===== src/rtl/mux_scan_ctrl.sv =====
// mux_scan_ctrl: round-robin scanner that drives the selects of a 4:1 mux,
// waits a settle time, samples its output and gathers a per-channel frame.
// Ports:
//   clk, rst (sync, active-high), en, req[3:0], mux_o
//   S1, S2 (registered selects), smp_valid, smp_bit, smp_ch[1:0],
//   frame[3:0], frame_valid
module mux_scan_ctrl #(
   parameter int SETTLE_CYCLES = 2,
   parameter int CNT_W         = 4
) (
   input  logic       clk,
   input  logic       rst,
   input  logic       en,
   input  logic [3:0] req,
   input  logic       mux_o,
   output logic       S1,
   output logic       S2,
   output logic       smp_valid,
   output logic       smp_bit,
   output logic [1:0] smp_ch,
   output logic [3:0] frame,
   output logic       frame_valid
);

   typedef enum logic [1:0] {
      IDLE   = 2'd0,
      SETTLE = 2'd1,
      SAMPLE = 2'd2
   } state_t;

   state_t           state, state_nxt;
   logic [CNT_W-1:0] cnt;
   logic [1:0]       last_ch;
   logic [1:0]       cur_ch;
   logic [1:0]       base;
   logic [1:0]       pick;
   logic             load;
   logic             take;
   logic             wrap;

   assign cur_ch = {S2, S1};

   // In SAMPLE the channel being sampled becomes last_ch on this edge,
   // so the search has to start after it rather than after the stale value.
   assign base = (state == SAMPLE) ? cur_ch : last_ch;

   // First requested channel after base; scanning k from far to near
   // lets the nearest hit win.
   always_comb begin
      pick = base;
      for (int k = 4; k >= 1; k--) begin
         if (req[base + 2'(k)]) pick = base + 2'(k);
      end
   end

   // Sweep ends when no higher-indexed channel is still requested.
   assign wrap = ((req >> cur_ch) & 4'b1110) == 4'b0000;

   // State register
   always_ff @(posedge clk) begin
      if (rst) state <= IDLE;
      else     state <= state_nxt;
   end

   // Next-state logic
   always_comb begin
      state_nxt = state;
      case (state)
         IDLE:    if (load) state_nxt = SETTLE;
         SETTLE:  if (cnt == '0) state_nxt = SAMPLE;
         SAMPLE:  state_nxt = load ? SETTLE : IDLE;
         default: state_nxt = IDLE;
      endcase
   end

   // Output decode
   always_comb begin
      load = 1'b0;
      take = 1'b0;
      case (state)
         IDLE:    load = en && (|req);
         SAMPLE: begin
            take = 1'b1;
            load = en && (|req);
         end
         default: ;
      endcase
   end

   // Datapath registers
   always_ff @(posedge clk) begin
      if (rst) begin
         S1          <= 1'b0;
         S2          <= 1'b0;
         cnt         <= '0;
         last_ch     <= 2'd3;
         smp_valid   <= 1'b0;
         smp_bit     <= 1'b0;
         smp_ch      <= 2'd0;
         frame       <= 4'b0000;
         frame_valid <= 1'b0;
      end else begin
         smp_valid   <= take;
         frame_valid <= take && wrap;
         if (take) begin
            smp_bit       <= mux_o;
            smp_ch        <= cur_ch;
            frame[cur_ch] <= mux_o;
            last_ch       <= cur_ch;
         end
         if (load) begin
            {S2, S1} <= pick;
            cnt      <= CNT_W'(SETTLE_CYCLES - 1);
         end else if (state == SETTLE && cnt != '0) begin
            cnt <= cnt - 1'b1;
         end
      end
   end

endmodule


===== config.mk =====
export PLATFORM = sky130hd
export DESIGN_NAME = mux_scan_ctrl
export DESIGN_NICKNAME = d
export VERILOG_FILES = /design/src/rtl/mux_scan_ctrl.sv
export SDC_FILE = /design/constraint.sdc
export NUM_CORES = 1
export LEC_CHECK = 0
export CAP_MARGIN = 20
export CORE_ASPECT_RATIO = 0.6
export CORE_UTILIZATION = 30
export CTS_CLUSTER_SIZE = 40
export DETAILED_ROUTE_END_ITERATION = 6
export REMOVE_ABC_BUFFERS = 1
export SETUP_SLACK_MARGIN = 0.4
export SLEW_MARGIN = 30
export SYNTH_ARGS = -nofsm -noshare
export SYNTH_HDL_FRONTEND = slang
export SYNTH_SLANG_ARGS = --single-unit

===== constraint.sdc =====
create_clock -name clk -period 2.18 [get_ports clk]
set_input_delay 0.218 -clock clk [delete_from_list [all_inputs] [get_ports clk]]
set_output_delay 0.218 -clock clk [all_outputs]
set_load 0.02 [all_outputs]

==> results_dict.tcl <==
set metrics [dict create \
    clock_skew_ns 0.00208 \
    worstPathMaxFanout 9 \
    initial_core_util_pct 33.4 \
    syn-cell-area_um2 890 \
    grt_max_degree 13 \
    slew_headroom_pct 68.0 \
    leakagePower_nw 0.427 \
    yosys.area.top_type_share_pct 42.8 \
    clockBufferDepth 2 \
    syn_inst 96 \
    core_area_um2 2660 \
    drv_cap 0 \
    finalNonFillerCells 156 \
    cts_buffers 3 \
    synth_most_common_cell "dfxtp_1" \
    clk_pin_slew_ns 0.07 \
    final-max-slew-violation-count 0 \
    drtAntennaViolNets 0 \
    gp_congestion 0.793 \
    synth_common_cells "dfxtp_1, nor2_1, a21oi_1, nand2_1, inv_1" \
    path_cells "clkdlybuf4s50_1" \
    fin_crit_ns 1.67 \
    first_global_vias 723 \
    drc 0 \
    yosys.area.top_type "dfxtp_1" \
    final_nets 126 \
    ctsHoldBuffers 0 \
    slowest_delay_ns 0.67 \
    worstMarginPinSlew_ns 0.478 \
    fillers 280 \
    postSynth.asyncResetShare_pct 0 \
    vias 775 \
    irDropWorstVdd_mv 0.325 \
    grt_pass1_wl_mm 3.59 \
    min_period_over_period_pct 76.6 \
    arrival_ns 1.45 \
    fp-row-count 14 \
    synth_ff_type "dfxtp_1" \
    dpl.hpwl_mm 1.58 \
    area.growth.synth_to_final_pct 29.8 \
    finish.utilization_pct 43.4 \
    crit_path_end_kind "output pin" \
    status "completed" \
    wirelength_mm 2.04 \
    ys_warn_count 0 \
    ys_top_cells_by_area "dfxtp_1, nor2_1, a21oi_1" \
    clock_sinks 19 \
    critPathKind "register to output pin" \
    antenna_found_initial 0 \
    path_buf_inv 1 \
    finalHoldViolations 0 \
    synth.distinct_cells 36 \
    root_buffer "clkbuf_8" \
    grt_overflow 0 \
    syn_area_per_cell_um2 9.27 \
    cp_slowest_cell "clkdlybuf4s50_1" \
    die_w_um 72.3 \
    cts.htree.levels 1 \
    final_area_um2 1150 \
    clk_latency_ns 0.26 \
    track_usage_pct 15.0 \
    synth_edf_count 0 \
    place_area_um2 1110 \
    cts_resized 0 \
    post-cts-setup-buffers 0 \
    wl_per_cell_um 13.1 \
    drive_above_1_share_pct 12.9 \
    antenna_cells 0 \
    ios 19 \
    drt_iter0_markers 33 \
    cp-start-kind "register" \
    hold_path.class "register to register" \
    cts_tree "built" \
    setup_violations 0 \
    cp.required_ns 1.96 \
    dp.cells 152 \
    viasPerCell 4.97 \
    drt-pass1-iter-count 4 \
    yosys_register_bits 19 \
    port_buffers 18 \
    dieHeight_um 44.2 \
    rsz0062_at_grt "no" \
    fmax_mhz 599 \
    critical_path.top_delay_family "buffers and inverters" \
    p_per_area_nw_per_um2 660 \
    die_area_um2 3190 \
    yosysSeqAreaShare_pct 42.8 \
    fin_tns_setup_ns 0 \
]
==> kinds of logic after synthesis <==
family,after synthesis,share of synthesized area (%)
muxes,3,3.38
and+or+nand+nor,38,24.3
buffers and inverters,8,4.22
adders and majority gates,1,1.41
xor gates and xnor gates,3,2.95
DFF,19,42.8
AOI/OAI and AO/OA,24,21.0
==> power breakdown <==
part           switching, mW  internal (mW)  leakage [nW]
clock                  0.124          0.127        0.0255
sequential            0.0197          0.362         0.154
combinational         0.0643         0.0654         0.247
total                  0.208          0.554         0.427
==> per-layer routing <==
layer / wire length, um / vias to the layer above / track usage (%)
met2: 807 / 35 / 21.3
li1: - / 382 / -
met1: 1040 / 356 / 21.8
met3: 178 / 2 / 4.78
met5: 0 / - / 0
met4: 15 / 0 / 3.53
==> stage by stage <==
| stage | power [mW] | hold slack [ns] | setup WS, ns |
|---|---|---|---|
| finish | 0.763 | 0.468 | 0.510 |
| global route | 0.792 | 0.497 | 0.456 |
| CTS | 0.763 | 0.476 | 0.505 |
| detailed placement | 0.517 | 0.466 | 0.377 |
| global placement | 0.516 | 0.447 | 0.426 |
| floorplan | 0.465 | 0.286 | 0.711 |
==> layout by cell type (no fill, tap or decap), types with 3 or more instances in the layout <==
| cell | n |
|---|---|
| dfxtp_1 | 19 |
| clkdlybuf4s50_1 | 18 |
| nor2_1 | 11 |
| a21oi_1 | 8 |
| nand2_1 | 6 |
| inv_1 | 5 |
| nor3_1 | 4 |
| nand2b_1 | 3 |
| mux2i_1 | 3 |
| a211o_1 | 3 |
| clkbuf_8 | 3 |
==> state kept, by name, summed over array words and instances (netlist names) <==
register / count
smp_bit: 1
frame: 4
smp_valid: 1
smp_ch: 2
last_ch: 2
S1: 1
cnt: 4
state: 2
S2: 1
frame_valid: 1
==> cell type report <==
type / count / area (um2) / share of cell area (%)
Inverter: 5 / 18.8 / 1.63
Tap cell: 40 / 50.0 / 4.33
Clock inverter: 1 / 5.00 / 0.433
Timing Repair Buffer: 19 / 188 / 16.3
Sequential cell: 19 / 380 / 32.9
Multi-Input combinational cell: 69 / 472 / 40.8
Clock buffer: 3 / 41.3 / 3.58
==> worst paths after layout <==
path,startpoint,end,slack (ns),cells past startpoint
max,S2,S2,0.51,1
min,smp_ch[0],smp_ch[0],0.47,2
max reg2reg,state[0],S2,0.58,4
min reg2reg,smp_ch[0],smp_ch[0],0.47,2
(Power assumes the default switching activity.)
